--- config.mk ---
export PLATFORM = sky130hd
export DESIGN_NAME = multiplier_hilo_flat
export DESIGN_NICKNAME = d
export VERILOG_FILES = /design/src/rtl/multiplier_hilo_if.sv /design/src/rtl/multiplier_hilo.sv /design/src/flat_wrapper.sv
export SDC_FILE = /design/constraint.sdc
export NUM_CORES = 1
export LEC_CHECK = 0
export BUFFER_PORTS_ARGS = -buffer_cell sky130_fd_sc_hd__buf_4
export CAP_MARGIN = 20
export CORE_MARGIN = 8
export CORE_UTILIZATION = 55
export DETAILED_ROUTE_END_ITERATION = 8
export GPL_TIMING_DRIVEN = 0
export PLACE_DENSITY = 0.78
export SKIP_LAST_GASP = 1
export SYNTH_ARGS = -nofsm -noshare
export SYNTH_HDL_FRONTEND = slang
export SYNTH_SLANG_ARGS = --single-unit
--- constraint.sdc ---
create_clock -name clk -period 6.4 [get_ports clk]
set_input_delay 0.32 -clock clk [delete_from_list [all_inputs] [get_ports clk]]
set_output_delay 0.32 -clock clk [all_outputs]
set_load 0.1 [all_outputs]
--- src/rtl/multiplier_hilo_if.sv ---
// ---------------------------------------------------------------------------
// multiplier_hilo_if
// Bundles the operation/data bus of the HI/LO multiplier.
//   signal  : 6-bit operation code from the ALU control stage
//   dataA   : 32-bit unsigned multiplicand
//   dataB   : 32-bit unsigned multiplier
//   hi, lo  : committed HI/LO registers
//   dataOut : MFHI/MFLO read data
//   busy    : multiply in progress or awaiting commit
//   done    : product ready, awaiting commit
// master = the control stage that issues operations; slave = the multiplier.
// ---------------------------------------------------------------------------
interface multiplier_hilo_if;
    logic [5:0]  signal;
    logic [31:0] dataA;
    logic [31:0] dataB;
    logic [31:0] hi;
    logic [31:0] lo;
    logic [31:0] dataOut;
    logic        busy;
    logic        done;

    modport master (
        output signal, dataA, dataB,
        input  hi, lo, dataOut, busy, done
    );

    modport slave (
        input  signal, dataA, dataB,
        output hi, lo, dataOut, busy, done
    );
endinterface

--- src/rtl/multiplier_hilo.sv ---
// ---------------------------------------------------------------------------
// multiplier_hilo
// 32x32 unsigned shift-add multiplier (one bit per cycle) with MIPS-style
// HI/LO result registers.
//   clk   : single clock, all state updates on posedge
//   reset : asynchronous, active-high
//   bus   : multiplier_hilo_if.slave (signal, dataA, dataB in;
//           hi, lo, dataOut, busy, done out)
// Flow: MULTU in IDLE starts 32 RUN steps. The result lands in HI/LO either
// on the last step (when HILO_LOAD was seen during RUN or on that step) or
// later from WAIT_LOAD on HILO_LOAD. Any unknown opcode during RUN aborts.
// ---------------------------------------------------------------------------
module multiplier_hilo #(
    parameter logic [5:0] MULTU     = 6'b011001,
    parameter logic [5:0] HILO_LOAD = 6'b111111,
    parameter logic [5:0] MFHI      = 6'b010000,
    parameter logic [5:0] MFLO      = 6'b010010
) (
    input logic              clk,
    input logic              reset,
    multiplier_hilo_if.slave bus
);

    typedef enum logic [1:0] {
        IDLE      = 2'd0,
        RUN       = 2'd1,
        WAIT_LOAD = 2'd2
    } state_t;

    state_t      state;
    state_t      state_next;

    logic [63:0] product;
    logic [31:0] multiplicand;
    logic [31:0] hi_q;
    logic [31:0] lo_q;
    logic [5:0]  count;
    logic        pending;

    // Step datapath and FSM control strobes.
    logic [32:0] sum;
    logic [63:0] product_step;
    logic        last_step;
    logic        start;
    logic        step;
    logic        commit_step;
    logic        commit_wait;

    // Next-state / control decode.
    // NOTE: every signal driven here gets a default first, so no path can
    // leave one unassigned and infer a latch.
    always_comb begin
        // The 33rd bit keeps the carry of upper+multiplicand; it becomes
        // product[63] after the shift, so no bit of the result is lost.
        sum          = product[0] ? ({1'b0, product[63:32]} + {1'b0, multiplicand})
                                  : {1'b0, product[63:32]};
        product_step = {sum, product[31:1]};
        last_step    = (count == 6'd31);

        state_next  = state;
        start       = 1'b0;
        step        = 1'b0;
        commit_step = 1'b0;
        commit_wait = 1'b0;

        case (state)
            IDLE: begin
                // HILO_LOAD is deliberately ignored here.
                if (bus.signal == MULTU) begin
                    start      = 1'b1;
                    state_next = RUN;
                end
            end
            RUN: begin
                if (bus.signal == MULTU || bus.signal == HILO_LOAD) begin
                    step = 1'b1;
                    if (last_step) begin
                        if (pending || bus.signal == HILO_LOAD) begin
                            commit_step = 1'b1;
                            state_next  = IDLE;
                        end else begin
                            state_next = WAIT_LOAD;
                        end
                    end
                end else begin
                    state_next = IDLE;
                end
            end
            WAIT_LOAD: begin
                if (bus.signal == HILO_LOAD) begin
                    commit_wait = 1'b1;
                    state_next  = IDLE;
                end else if (bus.signal == MULTU) begin
                    start      = 1'b1;
                    state_next = RUN;
                end
            end
            default: state_next = IDLE;
        endcase
    end

    // NOTE: sequential state uses non-blocking assignments so every register
    // samples pre-edge values, independent of statement order.
    always_ff @(posedge clk or posedge reset) begin
        if (reset) begin
            state <= IDLE;
        end else begin
            state <= state_next;
        end
    end

    always_ff @(posedge clk or posedge reset) begin
        if (reset) begin
            product      <= '0;
            multiplicand <= '0;
            count        <= '0;
            pending      <= 1'b0;
            hi_q         <= '0;
            lo_q         <= '0;
        end else begin
            if (start) begin
                multiplicand <= bus.dataA;
                product      <= {32'h0, bus.dataB};
                count        <= '0;
                pending      <= 1'b0;
            end else if (step) begin
                product <= product_step;
                count   <= count + 6'd1;
                if (bus.signal == HILO_LOAD) begin
                    pending <= 1'b1;
                end
            end

            // Early commit takes the freshly stepped product, not the
            // registered one, so HI/LO update on the 32nd step itself.
            if (commit_step) begin
                hi_q <= product_step[63:32];
                lo_q <= product_step[31:0];
            end else if (commit_wait) begin
                hi_q <= product[63:32];
                lo_q <= product[31:0];
            end
        end
    end

    // Reads only ever see committed HI/LO, never the running product.
    always_comb begin
        bus.dataOut = 32'h0;
        if (bus.signal == MFHI) begin
            bus.dataOut = hi_q;
        end else if (bus.signal == MFLO) begin
            bus.dataOut = lo_q;
        end
    end

    assign bus.hi   = hi_q;
    assign bus.lo   = lo_q;
    assign bus.busy = (state == RUN) || (state == WAIT_LOAD);
    assign bus.done = (state == WAIT_LOAD);

endmodule

--- src/flat_wrapper.sv ---
// flat-port wrapper written by rule: the top's interface ports become plain ports
module multiplier_hilo_flat 
#(
    parameter logic [5:0] MULTU     = 6'b011001,
    parameter logic [5:0] HILO_LOAD = 6'b111111,
    parameter logic [5:0] MFHI      = 6'b010000,
    parameter logic [5:0] MFLO      = 6'b010010
)
  (clk, reset, bus_signal, bus_dataA, bus_dataB, bus_hi, bus_lo, bus_dataOut, bus_busy, bus_done);
  multiplier_hilo_if bus_i ();
  input logic clk;
  input logic reset;
  input wire logic [$bits(bus_i.signal)-1:0] bus_signal;
  input wire logic [$bits(bus_i.dataA)-1:0] bus_dataA;
  input wire logic [$bits(bus_i.dataB)-1:0] bus_dataB;
  output wire logic [$bits(bus_i.hi)-1:0] bus_hi;
  output wire logic [$bits(bus_i.lo)-1:0] bus_lo;
  output wire logic [$bits(bus_i.dataOut)-1:0] bus_dataOut;
  output wire logic [$bits(bus_i.busy)-1:0] bus_busy;
  output wire logic [$bits(bus_i.done)-1:0] bus_done;
  assign bus_i.signal = bus_signal;
  assign bus_i.dataA = bus_dataA;
  assign bus_i.dataB = bus_dataB;
  assign bus_hi = bus_i.hi;
  assign bus_lo = bus_i.lo;
  assign bus_dataOut = bus_i.dataOut;
  assign bus_busy = bus_i.busy;
  assign bus_done = bus_i.done;
  multiplier_hilo #(.MULTU(MULTU), .HILO_LOAD(HILO_LOAD), .MFHI(MFHI), .MFLO(MFLO)) u_core (.clk(clk), .reset(reset), .bus(bus_i));
endmodule
# == Word-level counts from Yosys, hierarchy flattened ==
# Cells that the tools add are included.
# totals
rom_bits,0
input_bits,72
memories,0
reg_bits,169
output_inout_bits,98
latch_bits,0
ramBits,0
# classes
n_div,0
mux,31
n_addsub,2
bitwise,0
n_eq_ne,8
n_shift,0
mul,0
order_cmp,0
reduce_logical,8
# ops
cell,count
32-bit 2-to-1 mux,6
64-bit 2-to-1 mux,2
32-bit by 32-bit adder with 33-bit output,1
33-bit 2-to-1 mux,1
6-bit by 5-bit equality test with 1-bit output (second input constant),4
1-bit 2-to-1 mux,13
6-bit 2-to-1 mux,2
2-bit 2-to-1 mux,5
6-bit by 1-bit adder with 6-bit output (second input constant),1
6-bit equality test (second input constant),1
2-bit one-hot mux with 3 select lines,1
2-bit nonzero test,3
1-bit logical OR,3
3-bit by 2-bit inequality test with 1-bit output (second input constant),1
2-bit by 1-bit equality test with 1-bit output (second input constant),1
2-bit equality test (second input constant),1
2-bit zero test,1
1-bit one-hot mux with 2 select lines,1
2-bit AND reduction,1

# == Logic depth before layout (Yosys ltp) ==
# depth
word_depth,7
ltp_mapped,10
mapped_depth_nobuf,10

# == Least setup slack after synthesis ==
# No wires, ideal clock.
# synth_timing
path_kind,register to register
startpoint,register u_core.product[38]
endpoint,register u_core.product[52]
period_less_slack_ps,2810
slack_ps,3590
stages_incl_launch_ff,10
t_arrival_ps,2728
n_path_buf,0
path_cell_list,dfrtp_1 > ha_1 > a211oi_1 > nor2_1 > o41ai_1 > a2111oi_2 > or3_2 > a21boi_1 > mux2_4 > a31oi_1
# synth_between
elab_chain_len,4
# synth_lines
element,line_no,text
"start, declared",multiplier_hilo.sv:33,logic [63:0] product;
"start signal, assigned",multiplier_hilo.sv:123,"product <= {32'h0, bus.dataB};"
"start signal, assigned",multiplier_hilo.sv:127,product <= product_step;
32-bit by 32-bit adder with 33-bit output,multiplier_hilo.sv:55,"sum = product[0] ? ({1'b0, product[63:32]} + {1'b0, multiplicand})"
33-bit 2-to-1 mux,multiplier_hilo.sv:55,
64-bit 2-to-1 mux,multiplier_hilo.sv:126,end else if (step) begin
64-bit 2-to-1 mux,multiplier_hilo.sv:121,if (start) begin
# No other way between the ends. The select of a mux whose other input is x is not followed.
# A chain may end at the register's enable or synchronous reset.

# == Final worst setup path ==
# layout_timing
startpoint,register u_core.product[32]
endpoint,register u_core.product[61]
# The elaborated chain is that of the path after synthesis.

==> out/results.ini <==
[synthesis]
synthTopCellsByArea=dfrtp_1 43%, nand2_1 9.6%, mux2i_1 8.7%, nor2_1 4.8%, ha_1 4.7%
async_reset_ff_share_pct=100.0
synth_seq_cells=169
ys_seq_area_share_pct=42.76
synth-edff-count=0
avgSynthCellArea_um2=8.690
synthesis.nets=1248
syn_inst=1138
syn_area_um2=9889
yosys.area.top_type=dfrtp_1
ys.warnings.count=0
synth_top_area_share_pct=42.76
ys.flop_type=dfrtp_1
synth_cell_types=60

[die]
fp.dieW_um=150.1
fp.dieH_um=150.1
die-area_um2=22530
core_area_um2=17780
ios=170
initial_core_util_pct=55.62
rows=49

[clock_network]
cts_max_level=4
cts_resized=0
cts_setup_buffers=0
cts_root_buffer=clkbuf_16
clkTransAtPathRegs_ns=0.07
clock_path_buffers=2
holdBufCountCts=1
tritoncts=yes
cts.sinks=169
clk_latency_ns=0.44
cts_made_buffers=17

[power]
p_switching_w=0.001299
p_int_w=0.002273
p_seq_share_pct=41.2
p_per_area_nw_per_um2=295.8
p_sw_share_pct=36.37
pwr-share-comb_pct=29.6
clkPwrFrac_pct=29.3
p_leak_nw=6.131
worst_ir_drop_vdd_mv=0.2098

[cells_and_area]
finish.utilization_pct=67.90
layout.nets=1437
area_growth_syn_to_layout_pct=22.08
layout_common_cells=253 x nand2_1, 169 x dfrtp_1, 168 x buf_4
layout_commonest_cell=nand2_1
drive_gt1_share_pct=19.18
antennaDiodeCount=0

[setup_path]
cp_max_fo=4
reg2regPathDepth=10
crit_family=compound AO/OA/AOI/OAI gates
crit_chain=ha_1 -> fa_1 -> a211oi_1 -> nor4_1 -> nor2_1 -> a2111oi_2 -> o31a_1 -> or3_1 -> a31oi_1 -> a211oi_1
crit_buf_inv=0
worstPathArrival_ns=3.59
critPathMaxStageDelay_ns=0.44
worstSetupStartpointType=flop
crit_type=flop to flop
critPathSlowestCell=fa_1
required_ns=6.69
critPathMostFrequentCell=a211oi_1
crit_path_end_kind=flop
crit_cells=10

[routing]
wire_per_inst_um=19.81
dr_total_vias=9300
drc=0
wirelength_met1_mm=12.94
wl_met3_mm=2.417
drt_first_pass_iters=5
viasPerCell=5.927
top_layer_used=met4
drtAntennaViolNets=0
drt_iter0_drc=728
route.met2.wl_mm=14.68
wl_mm=31.09

[flow_run]
maxCapViolCount=0

[global_routing]
grt_max_degree=103
antenna_found_initial=0
grt_pass1_vias=9047
grt_pass1_wl_mm=48.54
grt_usage_pct=27.64
gr-total-overflow=0

[timing]
fmax_mhz=303.0
rsz0062_at_grt=false
finalHoldViolations=0
tightest_slew_ns=0.9064
max_slew_margin_pct=39.57
min_period_ns=3.300
slew_violations=0
finalSetupViolCount=0
clock-skew-final_ns=0.01175
fin_tns_setup_ns=0
fin_crit_sh_pct=51.56

[outcome]
status=finished, final reports clean

[min_path]
min_path_type=input port to flop
hold_depth=3

[place]
gp_congestion=0.9202
port_buffers=168
dp_hpwl_mm=23.21

path summary, 6_finish.rpt:
kind,endpoint,from,slack [ns]
worst max-delay path,u_core.product[61],u_core.product[32],3.10
worst min-delay path,u_core.multiplicand[10],bus_dataA[10],0.07
worst max register to register,u_core.product[61],u_core.product[32],3.10
worst min register to register,u_core.multiplicand[15],u_core.multiplicand[15],0.48
max in group asynchronous,u_core.count[4],reset,5.07
min in group asynchronous,u_core.bus.lo[10],reset,0.47
power by group through the flow:
stage,Combinational (W),Clock (W),Sequential [W]
CTS,0.00104,0.00105,0.00146
global route,0.00117,0.00110,0.00149
finish,0.00106,0.00104,0.00147
global placement,0.00100,0,0.00147
floorplan,0.000800,0,0.00140
detailed placement,0.00103,0,0.00148
logic make-up after synthesis:
kind of cell	Yosys count	share of synthesized area [%]
XOR/XNOR	25	2.214
AND/OR/NAND/NOR	430	17.54
flip-flops	169	42.76
buffers and inverters	82	3.251
multiplexers	120	12.65
adder cells (fa/ha/maj)	38	4.884
AO/OA/AOI/OAI	274	16.70
flip-flops by register name, summed over array words and instances, names as in the netlist:
register and flops:
u_core.bus.lo 32, u_core.pending 1, u_core.state 2, u_core.bus.hi 32, u_core.count 6, u_core.product 64
u_core.multiplicand 32
Yosys cell counts (6+ instances only):
| cell | count |
|---|---|
| xor2_1 | 13 |
| inv_1 | 13 |
| buf_1 | 9 |
| ha_1 | 37 |
| clkbuf_1 | 53 |
| a21o_1 | 16 |
| o21ai_0 | 92 |
| nand2_1 | 253 |
| nor3_1 | 13 |
| a31oi_1 | 46 |
| mux2i_1 | 86 |
| a211oi_1 | 13 |
| xnor2_1 | 12 |
| o31ai_1 | 6 |
| mux2_2 | 32 |
| a21oi_1 | 64 |
| nor2_1 | 126 |
| nand4_1 | 9 |
| dfrtp_1 | 169 |
cell type report:
| type | count | area [um2] |
|---|---|---|
| inverters | 14 | 60.06 |
| repair buffers | 170 | 1299 |
| fillers | 1534 | 5707 |
| plain buffers | 68 | 269.0 |
| clock inverters | 15 | 165.2 |
| well taps | 229 | 286.5 |
| multi-input cells | 887 | 5339 |
| clock buffers | 17 | 425.4 |
| flip-flops and latches | 169 | 4229 |
stage by stage:
stage / hold WS [ns] / setup slack (ns) / total power [W] / area, um2 / instances
2_1_floorplan: 0.4254 / 1.505 / 0.002203 / 9889 / 1138
3_3_place_gp: 0.4678 / -0.4239 / 0.002473 / 11440 / 1535
3_5_place_dp: 0.3864 / 3.126 / 0.002504 / 11470 / 1536
4_1_cts: 0.06448 / 3.132 / 0.003552 / 12070 / 1569
5_1_grt: 0.07490 / 2.877 / 0.003755 / 12070 / 1569
6_report: 0.06610 / 3.100 / 0.003571 / 12070 / 1569
worst register-to-register path: stages, from the launching register on:
cell and delay, ns:
dfrtp_1 0.42, ha_1 0.24, fa_1 0.44, a211oi_1 0.41, nor4_1 0.12, nor2_1 0.32, a2111oi_2 0.20, o31a_1 0.33
or3_1 0.32, a31oi_1 0.25, a211oi_1 0.11
layer usage:
| metal | vias up | GRT usage [%] |
|---|---|---|
| li1 | 4356 | - |
| met1 | 4474 | 35.37 |
| met2 | 397 | 45.34 |
| met3 | 73 | 4.809 |
| met4 | 0 | 12.14 |
| met5 | - | 0 |
No activity file was read; power rests on OpenSTA's default activity.
